[src/rtl/alu_mc.sv]
// alu_mc: multi-cycle ALU with registered result/zero/illegal and a one-cycle valid pulse.
// Define ALU_MULDIV_EN to build the iterative multiplier/divider; otherwise 0100/0101 are illegal.
module alu_mc #(
   parameter int WIDTH = 32
) (
   input  logic             clock,
   input  logic             reset,
   input  logic             start,
   input  logic [3:0]       alucontrol,
   input  logic [WIDTH-1:0] a,
   input  logic [WIDTH-1:0] b,
   output logic [WIDTH-1:0] result,
   output logic             zero,
   output logic             valid,
   output logic             busy,
   output logic             illegal
);

   localparam logic [3:0] OP_AND = 4'b0000;
   localparam logic [3:0] OP_OR  = 4'b0001;
   localparam logic [3:0] OP_ADD = 4'b0010;
   localparam logic [3:0] OP_SUB = 4'b1010;
   localparam logic [3:0] OP_SLT = 4'b1011;
`ifdef ALU_MULDIV_EN
   localparam logic [3:0] OP_MUL = 4'b0100;
   localparam logic [3:0] OP_DIV = 4'b0101;
   localparam int         CW     = (WIDTH > 1) ? $clog2(WIDTH) : 1;
   localparam logic [CW-1:0] LAST = CW'(WIDTH - 1);
`endif

   typedef enum logic [1:0] {
      S_IDLE,
      S_MUL,
      S_DIV,
      S_DONE
   } state_t;

   state_t           state;
   state_t           state_next;
   logic             accept;
   logic [3:0]       op_code;
   logic [WIDTH-1:0] op_a;
   logic [WIDTH-1:0] op_b;
   logic [WIDTH-1:0] alu_out;
   logic             alu_illegal;

`ifdef ALU_MULDIV_EN
   logic [CW-1:0]    cnt;
   logic [WIDTH-1:0] acc;
   logic [WIDTH-1:0] rem;
   logic [WIDTH:0]   trial;
   logic             neg;
   logic             dz;

   assign busy  = (state == S_MUL) || (state == S_DIV);
   assign trial = {rem, op_a[WIDTH-1]};
`else
   assign busy = 1'b0;
`endif

   always_ff @(posedge clock) begin
      if (reset) begin
         state <= S_IDLE;
      end else begin
         state <= state_next;
      end
   end

   always_comb begin
      accept     = start && ((state == S_IDLE) || (state == S_DONE));
      state_next = state;
      case (state)
         S_IDLE, S_DONE: begin
            state_next = S_IDLE;
            if (accept) begin
               state_next = S_DONE;
`ifdef ALU_MULDIV_EN
               if (alucontrol == OP_MUL) begin
                  state_next = S_MUL;
               end else if (alucontrol == OP_DIV) begin
                  state_next = S_DIV;
               end
`endif
            end
         end
`ifdef ALU_MULDIV_EN
         S_MUL, S_DIV: begin
            if (cnt == LAST) begin
               state_next = S_DONE;
            end
         end
`endif
         default: state_next = S_IDLE;
      endcase
   end

   // Final value for the latched op; evaluated in DONE from the operand/iteration registers.
   always_comb begin
      alu_out     = '0;
      alu_illegal = 1'b0;
      case (op_code)
         OP_ADD: alu_out = op_a + op_b;
         OP_SUB: alu_out = op_a - op_b;
         OP_AND: alu_out = op_a & op_b;
         OP_OR:  alu_out = op_a | op_b;
         OP_SLT: alu_out = {{(WIDTH-1){1'b0}}, ($signed(op_a) < $signed(op_b))};
`ifdef ALU_MULDIV_EN
         OP_MUL: alu_out = acc;
         OP_DIV: begin
            if (dz) begin
               alu_out = '1;
            end else if (neg) begin
               alu_out = '0 - op_a;
            end else begin
               alu_out = op_a;
            end
         end
`endif
         default: alu_illegal = 1'b1;
      endcase
   end

   always_ff @(posedge clock) begin
      if (reset) begin
         result  <= '0;
         zero    <= 1'b1;
         valid   <= 1'b0;
         illegal <= 1'b0;
`ifdef ALU_MULDIV_EN
         cnt     <= '0;
`endif
      end else begin
         valid <= 1'b0;
         if (state == S_DONE) begin
            result  <= alu_out;
            zero    <= (alu_out == '0);
            illegal <= alu_illegal;
            valid   <= 1'b1;
         end
         if (accept) begin
            op_code <= alucontrol;
            op_a    <= a;
            op_b    <= b;
`ifdef ALU_MULDIV_EN
            cnt     <= '0;
            acc     <= '0;
            rem     <= '0;
            neg     <= a[WIDTH-1] ^ b[WIDTH-1];
            dz      <= (b == '0);
            // Divide runs on magnitudes; the quotient sign is restored in DONE.
            if (alucontrol == OP_DIV) begin
               op_a <= a[WIDTH-1] ? ('0 - a) : a;
               op_b <= b[WIDTH-1] ? ('0 - b) : b;
            end
`endif
         end
`ifdef ALU_MULDIV_EN
         if (busy) begin
            cnt <= cnt + 1'b1;
            if (state == S_MUL) begin
               if (op_b[0]) begin
                  acc <= acc + op_a;
               end
               op_a <= op_a << 1;
               op_b <= op_b >> 1;
            end else if (trial >= {1'b0, op_b}) begin
               rem  <= WIDTH'(trial - {1'b0, op_b});
               op_a <= {op_a[WIDTH-2:0], 1'b1};
            end else begin
               rem  <= trial[WIDTH-1:0];
               op_a <= {op_a[WIDTH-2:0], 1'b0};
            end
         end
`endif
      end
   end

endmodule

[config.mk]
export PLATFORM = sky130hd
export DESIGN_NAME = alu_mc
export DESIGN_NICKNAME = d
export VERILOG_FILES = /design/src/rtl/alu_mc.sv
export SDC_FILE = /design/constraint.sdc
export NUM_CORES = 1
export LEC_CHECK = 0
export ABC_CLOCK_PERIOD_IN_PS = 6110
export CAP_MARGIN = 25
export CORE_MARGIN = 8
export CORE_UTILIZATION = 42
export DETAILED_ROUTE_END_ITERATION = 8
export SLEW_MARGIN = 20
export SYNTH_ARGS = -nofsm -noshare
export SYNTH_HDL_FRONTEND = slang
export SYNTH_SLANG_ARGS = --single-unit
[constraint.sdc]
create_clock -name clock -period 6.11 [get_ports clock]
set_clock_uncertainty 0.1 [all_clocks]
set_input_delay 0.9165 -clock clock [delete_from_list [all_inputs] [get_ports clock]]
set_output_delay 0.9165 -clock clock [all_outputs]
set_load 0.01 [all_outputs]
==> results.yml, run 1 <==
synthesis:
  synthArstFlopShare: 0
  avgSynthCellArea_um2: 8.61
  ys_types: 85
  synth_ff_type: "edfxtp_1"
  ys_seq_area_frac: 0.313
  synth_area_leaders: "edfxtp_1 23%, ha_1 15%, dfxtp_1 8.2%"
  synth_top_area_frac: 0.231
  netlist_instances: 1025
  synth_warnings: 0
  synth_top_cell_by_area: "edfxtp_1"
  synth.net_count: 1201
  synth-edff-count: 68
  synth_area_um2: 8820
  synth-seq-cells: 104
power:
  p_int_uw: 1410
  p_leak_uw: 0.00415
  power_switching_uw: 805
  switching_share: 0.364
  clkPwrFrac: 0.280
  pwr-share-comb: 0.341
  p_per_area_nw_per_um2: 213
  vdd_ir_drop_max_v: 0.000136
  p_seq_frac: 0.379
  power_uw: 2210
detailed_routing:
  drtIter0Drc: 666
  drc_errors: 0
  antenna_left: 0
  via_count: 7998
  routed_via_density: 5.83
  routed_wl_mm: 27.7
  detail_route.wl_per_cell_um: 20.2
  firstDrtPassIters: 5
global_routing:
  antenna_found_initial: 0
  grt_pass1_vias: 7712
  grt_pass1_wl_mm: 43.8
  grt_max_degree: 61
  grt.overflow.total: 0
  grtUsageTotal: 0.213
floorplanning:
  dieArea_um2: 25900
  coreArea_um2: 20800
  top_level_ports: 107
  rows: 53
  dieWidth_um: 161
  die_h_um: 161
  start_util: 0.424
clock_network:
  cts-hold-fix-buffers: 0
  numCtsBuffers: 9
  path_clk_slew_ns: 0.08
  cts_tree: "yes"
  cts_buffer_depth: 2
  cts_resized: 0
  postCtsSetupBuffers: 0
  insertion_delay_ns: 0.37
  clock-root-buffer: "clkbuf_16"
  htreeDepth: 3
  cts_sinks: 104
placed_design:
  post-dp-hpwl_mm: 21.3
  numPortBuffers: 105
  place_congestion: 0.931
setup_path:
  reg2regPathDepth: 13
  cp-start-kind: "flop"
  crit_path_end_kind: "flop"
  setup.worst_path.class: "flop to flop"
  required_ns: 6.29
  reg2reg_slack_ns: 1.85
  worstPathArrival_ns: 4.44
  r2r_start: "op_b[0]"
  r2r_end: "zero"
  cp_max_fo: 3
sta:
  drv_slew: 0
  finalSetupTns_ns: 0
  min_period_over_period: 0.698
  max_freq_mhz: 235
  rsz0062_at_grt: "false"
  hold_violations: 0
  tightest_slew_ns: 0.940
  layout_min_cycle_time_ns: 4.26
  setup_viol: 0
  slew_headroom: 0.372
layout:
  nets: 1268
  drive_gt1_frac: 0.0574
  fillCellCount: 2013
  final_common_cell: "clkdlybuf4s50_1"
  most-common-layout-cells: "104 x clkdlybuf4s50_1, 103 x ha_1, 98 x inv_1"
  area_growth_pct: 17.5
  diodes: 0
hold_path:
  hold_path_end: "result[11]"
  hold_class: "flop to flop"
  min-delay-start: "result[11]"
  worstHoldPathCells: 2
job:
  cap_violations: 0
outcome:
  status: "finished, final reports clean"
## layer usage
layer | track usage | vias to the layer above | wire [um]
li1 | - | 3900 | -
met1 | 0.289 | 3799 | 12900
met2 | 0.338 | 265 | 12700
met3 | 0.0353 | 34 | 1520
met4 | 0.0648 | 0 | 572
met5 | 0 | - | 0
## area by class of cell
class | count | area, um^2 | area share
multi-input combinational | 762 | 5450 | 0.526
sequential | 104 | 2760 | 0.267
timing repair buffer | 115 | 1120 | 0.108
inverter | 100 | 375 | 0.0362
tap | 275 | 344 | 0.0332
clock buffer | 11 | 254 | 0.0245
clock inverter | 5 | 56.3 | 0.00543
## power groups by stage
stage	clock (uW)	sequential, uW	combinational [uW]
after floorplan	0	850	491
after global placement	0	851	740
after detailed placement	0	853	739
after CTS	643	838	743
after global routing	667	844	821
final	620	837	753
## stage by stage
stage	instances	hold WS (ns)	worst slack, ns	util	area (um^2)
floorplan	1025	0.386	1.55	-	8820
global placement	1356	0.361	1.96	0.483	10100
detailed placement	1356	0.356	1.92	0.483	10100
CTS	1372	0.368	1.89	0.498	10400
global route	1372	0.395	1.62	0.498	10400
finish	1372	0.370	1.85	0.498	10400
## worst max-delay path by stage
stage              end    start  slack [ns]  cells after the start
3_3_place_gp      zero  op_b[0]        1.96                     13
5_1_grt           zero  op_a[0]        1.62                     14
2_1_floorplan  op_a[0]    reset        1.55                      1
4_1_cts           zero  op_b[0]        1.89                     13
3_5_place_dp      zero  op_b[0]        1.92                     13
6_report          zero  op_b[0]        1.85                     13
## worst max-delay path: stages, from the launching register on
cell and delay [ns]:
edfxtp_1 0.42, ha_1 0.25, fa_1 0.40, o21bai_1 0.30, a21oi_1 0.22, and2_1 0.26
o311a_1 0.31, a211o_1 0.29, a21oi_1 0.30, nand4_1 0.16, or4_1 0.55, nor4_2 0.23
o2111ai_1 0.16, o41ai_2 0.21
## logic make-up after synthesis
logic type | Yosys count | synth area share
compound gates | 347 | 0.283
xor+xnor | 9 | 0.00894
fa+ha+maj | 105 | 0.151
buf+inv | 159 | 0.0702
flops | 104 | 0.313
mux | 10 | 0.0113
other cells | 1 | 0.000425
simple gates | 290 | 0.163
## synthesized netlist by cell type (all sizes together) (8+ instances only)
| cell type | instances |
|---|---|
| and2 | 11 |
| nor3 | 20 |
| ha | 103 |
| o211ai | 19 |
| a221o | 9 |
| a211oi | 51 |
| o31ai | 10 |
| o21ai | 53 |
| nand4 | 13 |
| xnor2 | 9 |
| o21a | 8 |
| o21bai | 13 |
| a21o | 17 |
| nand2 | 72 |
| or3 | 8 |
| dfxtp | 36 |
| inv | 100 |
| mux2i | 10 |
| nor2 | 91 |
| nand3 | 17 |
| buf | 14 |
| clkbuf | 45 |
| edfxtp | 68 |
| nor2b | 17 |
| nor4 | 8 |
| a21oi | 79 |
## state kept, by name, indices dropped and copies added, names as in the netlist
signal	cells
illegal	1
state	1
result	32
op_b	32
zero	1
op_a	32
op_code	4
valid	1
Power figures use the tool's default switching activity.
==> run 2, diff against run 1 <==
ABC_CLOCK_PERIOD_IN_PS = 3700   (was 6110)
PLACE_DENSITY = 0.65   (was default)
clock period = 3.7 ns   (was 6.11 ns; I/O delays follow)
==> run 2 against run 1 <==
  * The flow now finishes with violations (setup timing)
  * Setup slack lost 2.0 ns
  * Critical endpoint unchanged
  * Non-clock buffer count rose by 196
  * Die area is the same
  * Wire length rose by 8.3%
  * Via count is 10% higher
  * Core utilization grew 7.9 points
  * Total power grew 82%
  * Fmax grew 11%
  * Sequential power up 64%
==> results.yml, run 2 (same netlist as run 1, synthesis figures left out) <==
outcome:
  status: "finished, violations left"
  violations: "setup timing"
layout:
  drive_gt1_frac: 0.218
  area_growth_pct: 36.3
  most-common-layout-cells: "204 x buf_4, 105 x clkdlybuf4s50_1, 100 x ha_1"
  largestRegisters: "op_a: 32 flops, op_b: 32 flops, result: 32 flops"
  final_common_cell: "buf_4"
  diodes: 0
  multi_input_area_um2: 5610
  fillCellCount: 1946
  utilization: 0.577
  seq_area_um2: 2760
  nets: 1464
  fin_area_um2: 12000
clock_network:
  htreeDepth: 3
  cts_sinks: 104
  insertion_delay_ns: 0.37
  cts_buffer_depth: 2
  numCtsBuffers: 9
  cts_tree: "yes"
  cts-hold-fix-buffers: 0
  path_clk_slew_ns: 0.08
  clock-root-buffer: "clkbuf_16"
setup_path:
  setup.worst_path.class: "flop to flop"
  path_common_cell: "nand4_1"
  cpMaxStageDelayCell: "a2111o_1"
  worstPathArrival_ns: 4.01
  cp-start-kind: "flop"
  crit_path_end_kind: "flop"
  required_ns: 3.88
  cp_max_fo: 3
  crit_chain: "inv_1, ha_1, a21o_1, nand4_1, a2111o_1, and4_1, o31a_1, a211o_1, a32oi_1, nand4_1, nor4_4, o2111ai_1, o41ai_2"
  crit_path_max_incr_delay_ns: 0.46
power:
  power_uw: 4010
  p_int_uw: 2560
  p_per_area_nw_per_um2: 334
  pwr-share-comb: 0.407
  clkPwrFrac: 0.251
  power_switching_uw: 1450
  p_seq_frac: 0.342
  vdd_ir_drop_max_v: 0.000259
  switching_share: 0.361
  p_leak_uw: 0.00512
detailed_routing:
  drtIter0Drc: 745
  drc_errors: 0
  routed_wl_mm: 30.0
  detail_route.wl_per_cell_um: 19.1
  antenna_left: 0
  routed_via_density: 5.61
  via_count: 8797
  firstDrtPassIters: 5
global_routing:
  grt_pass1_vias: 8867
  grt_pass1_wl_mm: 47.5
  antenna_found_initial: 0
  grt.overflow.total: 0
  grtUsageTotal: 0.227
  grt_max_degree: 69
floorplanning:
  dieArea_um2: 25900
  rows: 53
  die_h_um: 161
  start_util: 0.424
  coreArea_um2: 20800
  dieWidth_um: 161
  top_level_ports: 107
sta:
  drv_slew: 0
  tightest_slew_ns: 0.907
  hold_ws_ns: 0.379
  slew_headroom: 0.395
  layout_min_cycle_time_ns: 3.83
  max_freq_mhz: 261
  hold_violations: 0
  min_period_over_period: 1.03
  rsz0062_at_grt: "true"
  worst_slack_ns: -0.126
  setup_viol: 1
placed_design:
  numPortBuffers: 105
  post-dp-hpwl_mm: 23.6
  place_congestion: 0.941
  placed_cell_area_um2: 11500
job:
  cap_violations: 0
hold_path:
  hold_class: "flop to flop"
==> run 2: cell count changes in the layout (fill, tap and decap cells not counted), sizes merged <==
| cell | previous run | this run |
|---|---|---|
| clkinv | 2 | 3 |
| inv | 103 | 104 |
| clkdlybuf4s50 | 104 | 105 |
| clkbuf | 11 | 9 |
| buf | 11 | 206 |
==> run 2: area by class of cell <==
type,instances,share of cell area
multi-input cells,762,0.467
well taps,275,0.0286
clock buffers,9,0.0187
inverters,100,0.0312
repair buffers,311,0.218
flip-flops and latches,104,0.230
clock inverters,7,0.00677
==> run 2: power by group through the flow <==
stage          clock network, uW  registers (uW)  logic, uW
4_1_cts                     1020            1370       1590
5_1_grt                     1070            1380       1760
3_3_place_gp                   0            1400       1540
6_report                    1010            1370       1630
3_5_place_dp                   0            1400       1550
2_1_floorplan                  0            1400        811
==> run 2: metal layers <==
layer / share of wire / wire length [um] / global-route usage / vias up
met5: 0 / 0 / 0 / -
li1: - / - / - / 4300
met2: 0.46 / 13700 / 0.364 / 289
met3: 0.056 / 1680 / 0.0371 / 38
met4: 0.019 / 557 / 0.0623 / 0
met1: 0.47 / 14000 / 0.311 / 4170
==> run 2: worst paths after layout <==
path / start / to / slack, ns / cells after the start
setup reg to reg: op_a[1] / zero / -0.13 / 13
hold / removal: result[15] / result[15] / 0.38 / 2
setup / recovery: op_a[1] / zero / -0.13 / 13
hold reg to reg: result[15] / result[15] / 0.38 / 2
==> run 2: what timing repair did <==
| action | CTS | global route |
|---|---|---|
| pin swaps | 17 | 2 |
| endpoints found under the setup margin | 2 | 4 |
| resized for setup | 24 | 10 |
| buffers inserted | 3 | 1 |
==> run 2: critical path: cells and delay by family (launching register included) <==
family / cells / cell delay [ns]
AO/OA/AOI/OAI: 7 / 1.84
adder cells (fa/ha/maj): 1 / 0.33
buffers and inverters: 1 / 0.06
flip-flops: 1 / 0.36
AND/OR/NAND/NOR: 4 / 1.02
==> run 2: per-stage QoR <==
| stage | worst slack [ns] | cells | setup TNS (ns) |
|---|---|---|---|
| final | -0.126 | 1568 | -0.126 |
| after floorplan | 0.0796 | 1025 | 0 |
| after CTS | -0.0809 | 1567 | -0.0809 |
| after global routing | -0.286 | 1568 | -0.346 |
| after global placement | -0.143 | 1548 | -0.143 |
| after detailed placement | -0.271 | 1548 | -0.273 |
==> run 3, diff against run 2 <==
PLACE_DENSITY = 0.73   (was 0.65)
==> run 3 against run 2 <==
  * The run still ends with setup timing left
  * Final cell count fell by 1.8%
  * Via count fell by 0.68%
  * Global-route usage fell by 0.74 points
  * Setup slack improved by 0.021 ns
  * Critical path depth did not move
  * Critical path type unchanged
  * Largest cell class unchanged
  * Largest power group unchanged
  * Highest routed layer unchanged
==> results.yml, run 3 (same netlist as run 1, synthesis figures left out) <==
layout:
  area_growth_pct: 33.8
  final_cells: 1539
  final_common_cell: "buf_4"
  most-common-layout-cells: "176 x buf_4, 105 x clkdlybuf4s50_1, 100 x ha_1"
  nets: 1435
  largestRegisters: "op_a: 32 flops, op_b: 32 flops, result: 32 flops"
  utilization: 0.567
  fin_area_um2: 11800
  diodes: 0
  drive_gt1_frac: 0.201
floorplanning:
  dieArea_um2: 25900
  top_level_ports: 107
  coreArea_um2: 20800
  rows: 53
  dieWidth_um: 161
  die_h_um: 161
  start_util: 0.424
hold_path:
  hold_class: "flop to flop"
sta:
  min_period_over_period: 1.03
  hold_ws_ns: 0.366
  drv_slew: 0
  hold_violations: 0
  worst_slack_ns: -0.105
  layout_min_cycle_time_ns: 3.81
  setup_viol: 1
  rsz0062_at_grt: "true"
  max_freq_mhz: 263
  slew_headroom: 0.583
  tightest_slew_ns: 0.619
setup_path:
  required_ns: 3.87
  worstPathArrival_ns: 3.97
  crit_path_end_kind: "flop"
  cp-start-kind: "flop"
  cp_max_fo: 3
  setup.worst_path.class: "flop to flop"
outcome:
  violations: "setup timing"
  status: "finished, violations left"
clock_network:
  cts_buffer_depth: 2
  path_clk_slew_ns: 0.08
  numCtsBuffers: 9
  cts_tree: "yes"
  insertion_delay_ns: 0.36
  clock-root-buffer: "clkbuf_16"
  cts_sinks: 104
  htreeDepth: 3
  cts-hold-fix-buffers: 0
power:
  switching_share: 0.351
  p_leak_uw: 0.00496
  vdd_ir_drop_max_v: 0.000226
  p_int_uw: 2560
  pwr-share-comb: 0.400
  p_per_area_nw_per_um2: 334
  p_seq_frac: 0.349
  clkPwrFrac: 0.251
  power_switching_uw: 1380
detailed_routing:
  firstDrtPassIters: 5
  detail_route.wl_per_cell_um: 18.7
  via_count: 8737
  routed_via_density: 5.68
  routed_wl_mm: 28.8
  drc_errors: 0
  antenna_left: 0
  drtIter0Drc: 759
placed_design:
  dp_cells: 1521
  post-dp-hpwl_mm: 23.0
  numPortBuffers: 105
  place_congestion: 0.979
  placed_cell_area_um2: 11300
global_routing:
  grt_max_degree: 57
  grt.overflow.total: 0
  grt_pass1_vias: 8558
  grt_pass1_wl_mm: 46.1
  grtUsageTotal: 0.220
  antenna_found_initial: 0
job:
  cap_violations: 0
[run 3: changes by cell type in the layout (fill, tap and decap cells not counted), sizes merged]
cell    change
buf        -29
clkbuf      +1
clkinv      -1
[run 3: power groups by stage]
stage | Sequential (uW) | Combinational (uW) | Clock (uW)
floorplan | 1400 | 811 | 0
global placement | 1390 | 1490 | 0
detailed placement | 1400 | 1500 | 0
CTS | 1370 | 1520 | 1020
global route | 1380 | 1700 | 1050
finish | 1370 | 1580 | 990
[run 3: critical path: stages (launching register included)]
cell       delay [ns]
edfxtp_1         0.44
ha_2             0.22
fa_1             0.43
o21bai_2         0.22
a21oi_1          0.11
and2_1           0.20
o311a_1          0.30
a211o_1          0.31
a21oi_2          0.16
nand4_1          0.16
or4_1            0.55
nor4_2           0.17
o2111ai_1        0.16
o41ai_2          0.21
[run 3: final timing paths]
| kind | from | to | slack (ns) | depth (start not counted) |
|---|---|---|---|---|
| max | op_b[0] | zero | -0.11 | 13 |
| max reg2reg | op_b[0] | zero | -0.11 | 13 |
| min | result[11] | result[11] | 0.37 | 2 |
| min reg2reg | result[11] | result[11] | 0.37 | 2 |
[run 3: layout make-up]
type	count	area (um^2)
sequential	104	2760
timing repair buffer	282	2390
inverter	100	375
clock buffer	10	250
clock inverter	6	53.8
multi-input combinational	762	5620
fill	1904	9020
tap	275	344
[run 3: repair_timing]
item                                    CTS  global route
endpoints found under the hold margin     0             0
endpoints found under the setup margin    2             6
pin swaps                                 6             5
gates resized for setup                  15            19
buffers inserted                          0             2
gates cloned                              0             0
[run 3: per-stage QoR]
step / TNS (ns) / worst slack [ns] / total power (uW)
2_1_floorplan: 0 / 0.0796 / 2210
3_3_place_gp: -0.131 / -0.131 / 2880
3_5_place_dp: -0.295 / -0.259 / 2900
4_1_cts: -0.0766 / -0.0766 / 3910
5_1_grt: -0.393 / -0.345 / 4140
6_report: -0.105 / -0.105 / 3940
[run 3: routing by layer]
layer	global-route usage	share of wire	wire length (um)
met1	0.305	0.46	13200
met2	0.349	0.45	13100
met3	0.0330	0.068	1970
met4	0.0602	0.021	592
met5	0	0	0
